--- src/rtl/sd_spi_ctrl.sv ---
// SPI-mode SD card byte engine with a small register window (DATA, CTRL/STATUS, DIV).
// Mode 0, MSB first; the clock divider sets the length of each half-period of sclk.
module sd_spi_ctrl #(
    parameter logic [7:0] DEFAULT_DIV = 8'd124
) (
    input  logic        clk,
    input  logic        rst_n,
    input  logic        sel,
    input  logic [1:0]  addr,
    input  logic [3:0]  wenable,
    input  logic [31:0] wdata,
    output logic [31:0] rdata,
    output logic        sclk,
    output logic        cs,
    output logic        mosi,
    input  logic        miso,
    output logic [1:0]  dbg_state
);

    localparam logic [1:0] IDLE = 2'd0;
    localparam logic [1:0] LOW  = 2'd1;
    localparam logic [1:0] HIGH = 2'd2;

    logic [1:0] state_q,   state_d;
    logic [7:0] div_q,     div_d;
    logic [7:0] div_cnt_q, div_cnt_d;
    logic [2:0] bit_cnt_q, bit_cnt_d;
    logic [7:0] tx_q,      tx_d;
    logic [7:0] rx_sh_q,   rx_sh_d;
    logic [7:0] rx_data_q, rx_data_d;
    logic       done_q,    done_d;
    logic       ovr_q,     ovr_d;
    logic       cs_en_q,   cs_en_d;
    logic       sclk_q,    sclk_d;
    logic       mosi_q,    mosi_d;

    logic wr, data_wr, ctrl_wr, div_wr, busy;
    logic unused_bits;

    assign unused_bits = ^{wdata[31:8], wenable[3:1]};

    assign wr      = sel & wenable[0];
    assign data_wr = wr & (addr == 2'd0);
    assign ctrl_wr = wr & (addr == 2'd1);
    assign div_wr  = wr & (addr == 2'd2);
    assign busy    = (state_q != IDLE);

    always_comb begin
        state_d   = state_q;
        div_d     = div_q;
        div_cnt_d = div_cnt_q;
        bit_cnt_d = bit_cnt_q;
        tx_d      = tx_q;
        rx_sh_d   = rx_sh_q;
        rx_data_d = rx_data_q;
        done_d    = done_q;
        ovr_d     = ovr_q;
        cs_en_d   = cs_en_q;
        sclk_d    = sclk_q;
        mosi_d    = mosi_q;

        // W1C clears are applied first so a same-cycle hardware set wins.
        if (ctrl_wr) begin
            cs_en_d = wdata[1];
            if (wdata[2]) done_d = 1'b0;
            if (wdata[3]) ovr_d  = 1'b0;
        end
        if (div_wr && !busy) div_d = wdata[7:0];
        if (data_wr && busy) ovr_d = 1'b1;

        case (state_q)
            IDLE: begin
                sclk_d = 1'b0;
                mosi_d = 1'b1;
                if (data_wr) begin
                    tx_d      = wdata[7:0];
                    mosi_d    = wdata[7];
                    div_cnt_d = 8'd0;
                    bit_cnt_d = 3'd0;
                    state_d   = LOW;
                end
            end
            LOW: begin
                if (div_cnt_q == div_q) begin
                    sclk_d    = 1'b1;
                    rx_sh_d   = {rx_sh_q[6:0], miso};
                    div_cnt_d = 8'd0;
                    state_d   = HIGH;
                end else begin
                    div_cnt_d = div_cnt_q + 8'd1;
                end
            end
            HIGH: begin
                if (div_cnt_q == div_q) begin
                    sclk_d    = 1'b0;
                    div_cnt_d = 8'd0;
                    if (bit_cnt_q == 3'd7) begin
                        rx_data_d = rx_sh_q;
                        done_d    = 1'b1;
                        mosi_d    = 1'b1;
                        state_d   = IDLE;
                    end else begin
                        tx_d      = {tx_q[6:0], 1'b0};
                        mosi_d    = tx_q[6];
                        bit_cnt_d = bit_cnt_q + 3'd1;
                        state_d   = LOW;
                    end
                end else begin
                    div_cnt_d = div_cnt_q + 8'd1;
                end
            end
            default: begin
                sclk_d  = 1'b0;
                mosi_d  = 1'b1;
                state_d = IDLE;
            end
        endcase
    end

    always_ff @(posedge clk) begin
        if (!rst_n) begin
            state_q   <= IDLE;
            div_q     <= DEFAULT_DIV;
            div_cnt_q <= 8'd0;
            bit_cnt_q <= 3'd0;
            tx_q      <= 8'd0;
            rx_sh_q   <= 8'd0;
            rx_data_q <= 8'd0;
            done_q    <= 1'b0;
            ovr_q     <= 1'b0;
            cs_en_q   <= 1'b0;
            sclk_q    <= 1'b0;
            mosi_q    <= 1'b1;
        end else begin
            state_q   <= state_d;
            div_q     <= div_d;
            div_cnt_q <= div_cnt_d;
            bit_cnt_q <= bit_cnt_d;
            tx_q      <= tx_d;
            rx_sh_q   <= rx_sh_d;
            rx_data_q <= rx_data_d;
            done_q    <= done_d;
            ovr_q     <= ovr_d;
            cs_en_q   <= cs_en_d;
            sclk_q    <= sclk_d;
            mosi_q    <= mosi_d;
        end
    end

    assign sclk      = sclk_q;
    assign mosi      = mosi_q;
    assign cs        = ~cs_en_q;
    assign dbg_state = state_q;

    always_comb begin
        rdata = 32'd0;
        case (addr)
            2'd0:    rdata = {24'd0, rx_data_q};
            2'd1:    rdata = {28'd0, ovr_q, done_q, cs_en_q, busy};
            2'd2:    rdata = {24'd0, div_q};
            default: rdata = 32'd0;
        endcase
    end

endmodule
--- config.mk ---
export PLATFORM = sky130hd
export DESIGN_NAME = sd_spi_ctrl
export DESIGN_NICKNAME = d
export VERILOG_FILES = /design/src/rtl/sd_spi_ctrl.sv
export SDC_FILE = /design/constraint.sdc
export NUM_CORES = 1
export LEC_CHECK = 0
export ABC_AREA = 1
export CORE_UTILIZATION = 44
export CTS_BUF_LIST = sky130_fd_sc_hd__clkbuf_4 sky130_fd_sc_hd__clkbuf_8
export DETAILED_ROUTE_END_ITERATION = 7
export GPL_ROUTABILITY_DRIVEN = 0
export PLACE_DENSITY_LB_ADDON = 0.12
export SYNTH_ARGS = -nofsm -noshare
export SYNTH_HDL_FRONTEND = slang
export SYNTH_SLANG_ARGS = --single-unit
--- constraint.sdc ---
create_clock -name clk -period 1.55 [get_ports clk]
set_input_delay 0.155 -clock clk [delete_from_list [all_inputs] [get_ports clk]]
set_output_delay 0.155 -clock clk [all_outputs]
set_load 0.01 [all_outputs]
Word-level counts from Yosys, hierarchy flattened
Index checks and enable logic that the tools add are counted.
{"block": "classes", "n_addsub": 2, "n_eq_ne": 10, "n_mux": 32, "bitwise": 6, "reduce_logical": 19}
{"cell": "$pmux 8 s3", "n": 1}
{"cell": "$mux 7", "n": 3}
{"cell": "$mux 8", "n": 2}
{"cell": "$pmux 8 s2", "n": 1}
{"cell": "$mux 1", "n": 14}
{"cell": "$pmux 7 s2", "n": 1}
{"cell": "$reduce_and 2->1", "n": 5}
{"cell": "$reduce_bool 2->1", "n": 5}
{"cell": "$mux 3", "n": 3}
{"cell": "$add 8x1->8 const B", "n": 1}
{"cell": "$eq 8x8->1", "n": 1}
{"cell": "$ne 2x2->1 const B", "n": 4}
{"cell": "$mux 2", "n": 3}
{"cell": "$pmux 2 s3", "n": 1}
{"cell": "$pmux 3 s2", "n": 1}
{"cell": "$reduce_and 3->1", "n": 2}
{"cell": "$and 1x1->1", "n": 4}
{"cell": "$eq 2x1->1 const B", "n": 2}
{"cell": "$eq 2x2->1 const B", "n": 2}
{"cell": "$logic_not 2->1", "n": 2}
{"cell": "$reduce_and 4->1", "n": 1}
{"cell": "$add 3x1->3 const B", "n": 1}
{"cell": "$eq 3x3->1 const B", "n": 1}
{"cell": "$pmux 1 s3", "n": 1}
{"cell": "other kinds (5)", "n": 7}
{"block": "word_totals", "reg_bits": 49, "in_bits": 42, "output_inout_bits": 37}

Logic depth before layout (Yosys ltp)
{"block": "depth", "ltp_word": 6, "depth_mapped": 11}

Least setup slack after synthesis
No wires, ideal clock.
{"block": "synth_timing", "path_type": "register to register", "startpoint": "reg state_q[1] (netlist: dbg_state[1])", "endpoint": "reg tx_q[1]", "arrival_ns": 1.489, "slack_ns": -0.054, "path_stages_with_launch": 11, "n_path_buf": 1, "cell_sequence": "dfxtp_1 ha_1 inv_1 or2_1 o21ai_0 nand2_1 inv_2 buf_2 nand3_1 nand2_1 nor2_1"}
{"block": "synth_between", "elab_chain_cells": 3, "elab_cells_between_ends": 8}
{"item": "from (decl)", "line_no": "24", "source": "logic [1:0] state_q, state_d;"}
{"item": "from (signal assigned)", "line_no": "135", "source": "state_q <= state_d;"}
{"item": "$eq 2x2->1 / $logic_not 2->1 (equally long branches)", "line_no": "71", "source": "case (state_q)"}
{"item": "$ne 2x2->1 (no line) / $reduce_bool 2->1 (equally long branches)"}
{"item": "$reduce_and 4->1 (no line)"}
{"item": "to (signal assigned)", "line_no": "139", "source": "tx_q <= tx_d;"}
{"item": "to (decl)", "line_no": "28", "source": "logic [7:0] tx_q, tx_d;"}
Several ways; a longest one is shown, not always the timed one.
A chain may end at the register's enable or synchronous reset.

Final worst setup path
{"block": "layout_timing", "startpoint": "reg bit_cnt_q[0]", "endpoint": "reg bit_cnt_q[2]"}
{"block": "layout_between", "elab_chain_cells": 4, "elab_cells_between_ends": 7}
{"item": "from (decl)", "line_no": "27", "source": "logic [2:0] bit_cnt_q, bit_cnt_d;"}
{"item": "from (signal assigned)", "line_no": "138", "source": "bit_cnt_q <= bit_cnt_d;"}
{"item": "$add 3x1->3", "line_no": "105", "source": "bit_cnt_d = bit_cnt_q + 3'd1;"}
{"item": "$mux 3", "line_no": "97", "source": "if (bit_cnt_q == 3'd7) begin"}
{"item": "$mux 3", "line_no": "94", "source": "if (div_cnt_q == div_q) begin"}
{"item": "$pmux 3 s2", "line_no": "71"}
Several ways; a longest one is shown, not always the timed one. The select of a mux whose other input is x is not followed.

==> flow_summary.json <==
{
  "status": "finished with violations",
  "violations": "setup timing",
  "cp.required_ns": 1.75,
  "dieWidth_um": 79.3,
  "clkLatencyLatePin_ns": 0.31,
  "worst_slack_ns": -0.0803,
  "drv_cap": 0,
  "synth_cell_types": 30,
  "drive_gt1_frac": 0.248,
  "max_stage_delay_ns": 0.37,
  "core_mm2": 0.00564,
  "wire_per_inst_um": 12.5,
  "numCtsBuffers": 5,
  "cts_buffer_depth": 2,
  "hold_path_class": "in2reg",
  "die_h_um": 79.3,
  "numClockSinks": 49,
  "synthCells": 378,
  "cpMaxStageDelayCell": "dfxtp_4",
  "antenna_found_initial": 0,
  "synth.avg_cell_area_um2": 6.95,
  "crit_path_start": "bit_cnt_q[0]",
  "cp_max_fo": 7,
  "final_core_util": 0.621,
  "cts-root-buf": "clkbuf_8",
  "setup_viol": 18,
  "multiInputGateArea_mm2": 0.00150,
  "rsz0062_at_grt": "yes",
  "worstHoldStart": "addr[1]",
  "critPathCaptureType": "register",
  "area_delta_synth_final_pct": 33.3,
  "nets": 492,
  "syn-cell-area_mm2": 0.00263,
  "reg2reg_to": "bit_cnt_q[2]",
  "grt_max_degree": 39,
  "regArea_um2": 997,
  "ir_worst_vdd_uv": 611,
  "fin_cells": 516,
  "cp_data_arrival_time_ns": 1.83,
  "drc": 0,
  "num_vias": 2473,
  "cts_tree": "built",
  "cts.reportedPaths.clkPinSlew_ns": 0.10,
  "boundaryPins": 79,
  "drv_slew": 0,
  "nFillCells": 521,
  "fmax_mhz": 613,
  "power_density_mw_per_mm2": 817,
  "wl_mm": 6.44,
  "power_uw": 2860,
  "r2r.worst_path.cells": 10,
  "grt_pass1_wl_mm": 9.96,
  "place_inst": 498,
  "yosysWarnings": 0,
  "hold_viol": 0,
  "vias_per_cell": 4.79,
  "tns_ns": -0.708,
  "ys_ff_latch": 49,
  "ant_nets": 0,
  "dp_slack_ns": -0.335,
  "gr-total-overflow": 0,
  "crit_chain": "ha_4 > ha_4 > or2_1 > o21ai_1 > nand2_1 > inv_2 > buf_12 > nand3_1 > nand2_1 > nor2_1",
  "portBuffers": 27,
  "grt_usage": 0.203,
  "post-route-min-period_ns": 1.63,
  "start_util": 0.466,
  "r2r_slack_ns": -0.08,
  "crit_path_start_kind": "register",
  "ys_seq_area_frac": 0.373,
  "h-tree-depth": 2,
  "cp_top_family": "simple AND/OR/NAND/NOR gates",
  "drtIter0Drc": 159,
  "grt_pass1_vias": 2087,
  "hpwl_mm": 4.42,
  "fin_crit_sh": 1.05,
  "die_area_mm2": 0.00628,
  "crit_buf_inv": 2,
  "reg2reg_from": "bit_cnt_q[0]",
  "diodes": 0,
  "firstDrtPassIters": 4,
  "hold_end": "ovr_q",
  "finalClockSkew_ns": 0.0149,
  "worst-setup-path-type": "reg2reg",
  "row_count": 27,
  "hold_path_depth": 6,
  "leakagePower_uw": 0.00161
}
## report_power, final
part	internal, uW	switching, uW
combinational	309	351
clock	404	430
sequential	1320	44.9
## registers in the layout, indices dropped and copies added (netlist names), 2 cells and up
register,flops
rx_data_q,8
bit_cnt_q,3
tx_q,7
dbg_state,2
rx_sh_q,8
div_cnt_q,8
div_q,8
## layout make-up
cell class / instances / share of cell area
sequential: 49 / 0.285
clock inverter: 1 / 0.00143
timing repair buffer: 69 / 0.189
clock buffer: 7 / 0.0275
tap: 72 / 0.0257
inverter: 40 / 0.0439
multi-input combinational: 278 / 0.428
## metal layers
layer / wire [um] / part of all wire / track usage
met1: 3070 / 0.48 / 0.281
met2: 3060 / 0.47 / 0.319
met3: 198 / 0.031 / 0.0345
met4: 114 / 0.018 / 0.0636
met5: 0 / 0 / 0
## repair_timing
action	4_1_cts	5_1_grt
resized for setup	20	55
gates cloned	0	3
pin swaps	2	19
setup endpoints to repair	20	47
buffers inserted	2	7
hold buffers	0	0
## how the worst max path moves through the flow
stage / depth (start not counted) / slack, ns / to
5_1_grt: 10 / -0.16 / rx_sh_q[6]
6_report: 10 / -0.08 / bit_cnt_q[2]
2_1_floorplan: 11 / 0.01 / tx_q[1]
3_3_place_gp: 6 / -0.35 / rdata[0]
4_1_cts: 10 / -0.08 / tx_q[0]
3_5_place_dp: 6 / -0.34 / rdata[0]
## cell families after synthesis
| family | synth area share |
|---|---|
| DFF | 0.373 |
| xor gates and xnor gates | 0.0133 |
| other | 0.00143 |
| buffers and inverters | 0.145 |
| and+or+nand+nor | 0.286 |
| adders and majority gates | 0.0333 |
| muxes | 0.0190 |
| AOI/OAI and AO/OA | 0.128 |
## worst reg2reg max path, delay by kind of cell, from the launching register on
family	cells	cell delay [ns]
buffers and inverters	2	0.26
and+or+nand+nor	5	0.51
AOI/OAI and AO/OA	1	0.08
DFF	1	0.37
adders and majority gates	2	0.31
## cells in the final DEF, fill, tap and decap left out, types with 2 or more instances in the layout
| cell type | n |
|---|---|
| buf_4 | 34 |
| nor2_1 | 44 |
| conb_1 | 24 |
| nand2_2 | 5 |
| clkbuf_2 | 4 |
| o21ai_0 | 21 |
| clkdlybuf4s50_1 | 18 |
| o211ai_1 | 6 |
| dfxtp_1 | 40 |
| nor2_2 | 9 |
| nor2_4 | 4 |
| a21oi_1 | 22 |
| o22ai_1 | 3 |
| nand2_1 | 89 |
| nand3_2 | 3 |
| inv_2 | 9 |
| buf_12 | 4 |
| clkbuf_16 | 3 |
| xnor2_1 | 4 |
| inv_1 | 30 |
| buf_2 | 2 |
| nand4_1 | 4 |
| o221ai_2 | 2 |
| clkbuf_8 | 7 |
| dfxtp_4 | 2 |
| dfxtp_2 | 7 |
| mux2i_1 | 5 |
| nand3_1 | 15 |
| ha_4 | 4 |
| a21oi_2 | 2 |
| ha_1 | 3 |
## synth_stat cells (all sizes together)
library cell,n,area [um^2]
mux2i,5,50.1
o211ai,6,45.0
o21ai,24,135
nand3,18,90.1
or2,2,12.5
nand2,95,362
conb,1,3.75
ha,7,87.6
nor3,2,21.3
o221ai,2,17.5
inv,40,150
nor2,57,229
o22ai,3,18.8
nand4,5,37.5
a21oi,24,120
dfxtp,49,981
xnor2,4,35.0
buf,30,216
clkbuf,4,15.0
## through the flow
| step | hold slack (ns) | area (um^2) |
|---|---|---|
| floorplan | 0.281 | 2720 |
| global placement | 0.450 | 3140 |
| detailed placement | 0.454 | 3140 |
| CTS | 0.452 | 3280 |
| global route | 0.493 | 3500 |
| finish | 0.464 | 3500 |
No activity file was read; power rests on OpenSTA's default activity.
